===== config.mk =====
export PLATFORM = sky130hd
export DESIGN_NAME = edge2en_multi
export DESIGN_NICKNAME = d
export VERILOG_FILES = /design/src/rtl/edge_pkg.sv /design/src/rtl/edge_chan.sv /design/src/rtl/edge2en_multi.sv
export SDC_FILE = /design/constraint.sdc
export NUM_CORES = 1
export LEC_CHECK = 0
export BUFFER_PORTS_ARGS = -buffer_cell sky130_fd_sc_hd__buf_4
export CORE_UTILIZATION = 47
export CTS_BUF_LIST = sky130_fd_sc_hd__clkbuf_2
export CTS_CLUSTER_DIAMETER = 60
export DETAILED_ROUTE_END_ITERATION = 12
export PLACE_DENSITY = 0.76
export SYNTH_ARGS = -nofsm -noshare
export SYNTH_HDL_FRONTEND = slang
export SYNTH_HIERARCHICAL = 1
export SYNTH_SLANG_ARGS = --single-unit
export TNS_END_PERCENT = 10

===== constraint.sdc =====
create_clock -name clk -period 1.5 [get_ports clk]
set_input_delay 0.3 -clock clk [delete_from_list [all_inputs] [get_ports clk]]
set_output_delay 0.3 -clock clk [all_outputs]
set_load 0.05 [all_outputs]

===== src/rtl/edge_pkg.sv =====
// edge_pkg: shared edge-mode encoding and debounce counter width helper.
package edge_pkg;
  typedef enum logic [1:0] {EM_OFF, EM_RISE, EM_FALL, EM_BOTH} edge_mode_e;
  function automatic int cw_of(input int deb);
    return ($clog2(deb + 1) < 1) ? 1 : $clog2(deb + 1);
  endfunction
endpackage


===== src/rtl/edge_chan.sv =====
// edge_chan: one channel of synchroniser, debounce filter, edge strobes and sticky event flag.
module edge_chan
  import edge_pkg::*;
#(
  parameter int SYNC_STAGES = 2,
  parameter int DEB_CYCLES = 3,
  parameter int CW = cw_of(DEB_CYCLES)
) (
  input  logic       clk,
  input  logic       rst_n,
  input  logic       in,
  input  edge_mode_e mode,
  input  logic       clr,
  output logic       level,
  output logic       en_r,
  output logic       en_f,
  output logic       evt,
  output logic       hit
);
  logic [SYNC_STAGES-1:0] sr;
  logic [CW-1:0] cnt;
  logic s, mismatch, upd, r_nxt, f_nxt;
  assign s = sr[SYNC_STAGES-1];
  assign mismatch = s ^ level;
  // the filtered level flips only after DEB_CYCLES+1 consecutive mismatching samples
  assign upd = mismatch && (cnt == CW'(DEB_CYCLES));
  assign r_nxt = upd & s & (mode == EM_RISE || mode == EM_BOTH);
  assign f_nxt = upd & ~s & (mode == EM_FALL || mode == EM_BOTH);
  assign hit = r_nxt | f_nxt;
  always_ff @(posedge clk or negedge rst_n) begin
    if (!rst_n) begin
      sr <= '0;
      cnt <= '0;
      level <= 1'b0;
      en_r <= 1'b0;
      en_f <= 1'b0;
      evt <= 1'b0;
    end else begin
      sr <= SYNC_STAGES'({sr, in});
      cnt <= (!mismatch || upd) ? '0 : cnt + 1'b1;
      level <= level ^ upd;
      en_r <= r_nxt;
      en_f <= f_nxt;
      evt <= (evt & ~clr) | hit;
    end
  end
endmodule


===== src/rtl/edge2en_multi.sv =====
// edge2en_multi: NCH independent debounced edge-to-enable channels with a combined strobe.
module edge2en_multi
  import edge_pkg::*;
#(
  parameter int NCH = 4,
  parameter int SYNC_STAGES = 2,
  parameter int DEB_CYCLES = 3
) (
  input  logic             clk,
  input  logic             rst_n,
  input  logic [NCH-1:0]   in,
  input  logic [2*NCH-1:0] mode,
  input  logic [NCH-1:0]   clr,
  output logic [NCH-1:0]   level,
  output logic [NCH-1:0]   en_r,
  output logic [NCH-1:0]   en_f,
  output logic             en_any,
  output logic [NCH-1:0]   evt
);
  localparam int CW = cw_of(DEB_CYCLES);
  logic [NCH-1:0] hit;
  for (genvar i = 0; i < NCH; i++) begin : g_ch
    edge_chan #(
      .SYNC_STAGES(SYNC_STAGES),
      .DEB_CYCLES(DEB_CYCLES),
      .CW(CW)
    ) u_chan (
      .clk(clk),
      .rst_n(rst_n),
      .in(in[i]),
      .mode(edge_mode_e'(mode[2*i+:2])),
      .clr(clr[i]),
      .level(level[i]),
      .en_r(en_r[i]),
      .en_f(en_f[i]),
      .evt(evt[i]),
      .hit(hit[i])
    );
  end
  always_ff @(posedge clk or negedge rst_n) begin
    if (!rst_n) en_any <= 1'b0;
    else en_any <= |hit;
  end
endmodule


==> impl_metrics.py <==
metrics = {
    "global_routing": {
        "grt_max_degree": 34,
        "antenna_found_initial": 0,
        "globalRouteTotalUtil_pct": 18.0,
        "grt_pass1_vias": 778,
        "wire_length_of_the_first_global_routing_pass_um": 3250,
        "gr-total-overflow": 0,
    },
    "layout": {
        "final_cells": 164,
        "proportion_of_layout_cells_with_a_drive_suffix_above_1_pct": 47.8,
        "synthToLayoutAreaGrowth_pct": 36.0,
        "finalInstanceArea_um2": 1620,
        "antenna_cells": 0,
        "layout.nets": 157,
    },
    "sta": {
        "timing.final.hold_violations": 0,
        "post-route-period-util_pct": 96.6,
        "setup_slack_ns": 0.0517,
        "max_freq_mhz": 690,
        "final_skew_ns": 0.0103,
        "finalWorstPathRequiredPeriod_ns": 1.45,
        "setup_viol": 0,
        "timing.slew.headroom_pct": 74.3,
        "max_slew.worst_pin.slew_ns": 0.386,
        "drv_slew": 0,
    },
    "detailed_routing": {
        "drt-total-wl_um": 2090,
        "drtPass1Iterations": 4,
        "drt_iter0_drc": 6,
        "routed-via-count": 786,
        "route.detailed.wl_per_inst_um": 12.8,
        "route.antenna.remaining_nets": 0,
        "route.detailed.vias_per_inst": 4.79,
        "post-route-drc-count": 0,
    },
    "critical_path": {
        "reg2regPathDepth": 4,
        "setup.reg_to_reg.worst_slack_ns": 0.05,
        "cp.arrival_ns": 1.69,
        "critical_path.startpoint_type": "flop",
        "critPathCaptureType": "flop",
        "worst-setup-path-type": "reg -> reg",
        "timing.critical_path.fanout_max": 3,
        "r2r_end": "en_any",
        "worstPathRequired_ns": 1.74,
        "r2r_start": "g_ch[0].u_chan/cnt[0]",
    },
    "pwr": {
        "sequential_cell_fraction_of_total_power_pct": 47.9,
        "p_total_mw": 2.51,
        "pwr_density_cell_nw_per_um2": 1550,
        "net_switching_power_mw": 0.898,
        "share_clk_of_total_power_pct": 15.7,
        "static_leakage_nw": 0.922,
        "p_int_mw": 1.61,
        "power.ir.vdd_worst_mv": 0.931,
        "power.share.switching_pct": 35.8,
        "pwr-share-comb_pct": 36.3,
    },
    "logic_synthesis": {
        "number_of_library_cell_types_mapped_by_synthesis": 12,
        "cell_accounting_for_the_most_synthesized_area": "sky130_fd_sc_hd__dfrtp_1",
        "largest_family_of_logic_cells_by_synthesized_area": "simple AND/OR/NAND/NOR gates",
        "synthesized_nets": 104,
        "ys.warnings.count": 6,
        "post_synth_inst_count": 82,
        "post_synthesis_register_bit_count": 33,
        "synth_compound_area_share_pct": 0,
        "post_synth_mux_area_share_pct": 3.77,
        "post_synth_fa_ha_maj_area_fraction_pct": 4.19,
        "post-synth-top-area-fraction_pct": 69.2,
        "synth-simple-area-share_pct": 17.4,
        "post_synth_instance_area_um2": 1190,
        "synthesis.area_per_instance_um2": 14.6,
        "synthTopCellsByArea": "sky130_fd_sc_hd__dfrtp_1, sky130_fd_sc_hd__nand4b_1, sky130_fd_sc_hd__ha_1",
        "synth_xor_xnor_area_share_pct": 2.94,
        "yosysSeqAreaShare_pct": 69.2,
    },
    "placement": {
        "routabilityCongestion": 0.711,
        "placed_cells_incl_taps": 150,
        "placement.setup.worst_slack_ns": 0.0324,
        "hpwlAfterDp_um": 1530,
        "port-buffer-count": 34,
        "dpl_cell_area_um2": 1530,
    },
    "clocking": {
        "clkSinkCount": 33,
        "tritoncts_clock_tree": "built",
        "max-clock-path-buffers": 2,
        "cts_made_buffers": 5,
        "cts_max_level": 2,
        "clock_latency_of_the_later_clocked_register_in_the_worst_skew_pair_ns": 0.35,
        "clock_root_buffer_master": "sky130_fd_sc_hd__clkbuf_2",
        "cts.clk_slew.worst_paths_ns": 0.15,
    },
    "floorplanning": {
        "die_h_um": 52.4,
        "coreArea_um2": 2300,
        "initial_cell_density_of_the_core_pct": 52.0,
        "fp-row-count": 17,
        "dieArea_um2": 2750,
        "io_pins": 35,
        "chipWidth_um": 52.4,
    },
    "min_path": {
        "worst_hold_path_type": "in -> reg",
        "worstHoldEndpoint": "g_ch[0].u_chan/sr[0]",
        "whs_path_depth": 1,
        "hp-start": "in[0]",
    },
    "status": {
        "status": "completed",
    },
    "job": {
        "drv.max_cap_violation_count": 0,
    },
}
## worst max-delay path by stage
stage | from | cells after the start | end | slack (ns)
after floorplan | flop | 3 | en_any | 0.07
after global placement | g_ch[1].u_chan/cnt[0] | 4 | en_any | 0.09
after detailed placement | g_ch[1].u_chan/cnt[0] | 4 | en_any | 0.03
after CTS | g_ch[1].u_chan/cnt[0] | 4 | en_any | 0.01
after global routing | g_ch[0].u_chan/cnt[0] | 4 | en_any | -0.03
final | g_ch[0].u_chan/cnt[0] | 4 | en_any | 0.05
## placed cells by master (no fill, tap or decap), drive strengths merged
| cell | netlist | final |
|---|---|---|
| or4 | 1 | 1 |
| nor3b | 4 | 4 |
| xnor2 | 4 | 4 |
| nand2b | 4 | 4 |
| ha | 4 | 4 |
| mux2 | 4 | 4 |
| nand4b | 8 | 8 |
| dlygate4sd3 | 0 | 1 |
| nand3 | 4 | 4 |
| inv | 8 | 8 |
| nor3 | 4 | 4 |
| nand2 | 4 | 4 |
| dfrtp | 33 | 33 |
| buf | 0 | 45 |
| clkbuf | 0 | 8 |
## cells in the mapped netlist
library cell	number
sky130_fd_sc_hd__ha_1	4
sky130_fd_sc_hd__inv_1	8
sky130_fd_sc_hd__or4_1	1
sky130_fd_sc_hd__nor3_1	4
sky130_fd_sc_hd__xnor2_1	4
sky130_fd_sc_hd__nand2b_1	4
sky130_fd_sc_hd__nand3_1	4
sky130_fd_sc_hd__nand4b_1	8
sky130_fd_sc_hd__mux2_2	4
sky130_fd_sc_hd__nand2_1	4
sky130_fd_sc_hd__dfrtp_1	33
sky130_fd_sc_hd__nor3b_2	4
## critical path, stage by stage, from the launching register on
cell,delay [ns]
sky130_fd_sc_hd__dfrtp_1,0.40
sky130_fd_sc_hd__ha_1,0.22
sky130_fd_sc_hd__nand4b_1,0.15
sky130_fd_sc_hd__nand2_1,0.07
sky130_fd_sc_hd__or4_1,0.50
## cell type report
cell class / instances / area, um2
flip-flops and latches: 33 / 830
clock buffers: 8 / 40.0
well taps: 28 / 35.0
inverters: 8 / 30.0
fillers: 185 / 674
repair buffers: 46 / 348
multi-input cells: 41 / 340
## metal layers
metal  GRT usage [%]  vias to the layer above  share of wire, %
met5               0                        -                 0
met4            11.8                        0               1.3
met3            6.09                        5               6.1
met2            31.6                       33                55
met1            17.5                      364                38
li1                -                      384                 -
## through the flow
stage	hold slack, ns	TNS [ns]	util [%]
2_1_floorplan	0.00441	0	-
3_3_place_gp	0.254	0	66.7
3_5_place_dp	0.255	0	66.7
4_1_cts	0.0210	0	68.9
5_1_grt	0.00247	-0.0262	70.6
6_report	0.0503	0	70.6
## repair_timing
| action | CTS | global route |
|---|---|---|
| hold buffers | 1 | 0 |
| resized for setup | 0 | 1 |
| buffers inserted | 0 | 5 |
| setup endpoints to repair | 0 | 1 |
| hold endpoints to repair | 33 | 0 |
## power by group through the flow
stage | registers [mW] | clock network, mW | logic [mW]
after floorplan | 1.48 | 0 | 0.321
after global placement | 1.21 | 0 | 0.849
after detailed placement | 1.23 | 0 | 0.893
after CTS | 1.21 | 0.414 | 0.896
after global routing | 1.23 | 0.450 | 0.983
final | 1.20 | 0.394 | 0.911
## cells by family after synthesis
family,Yosys count
flops,33
simple gates,29
buf+inv,8
xor+xnor,4
mux,4
fa+ha+maj,4
Note: power is estimated with default switching activity, not from simulation.
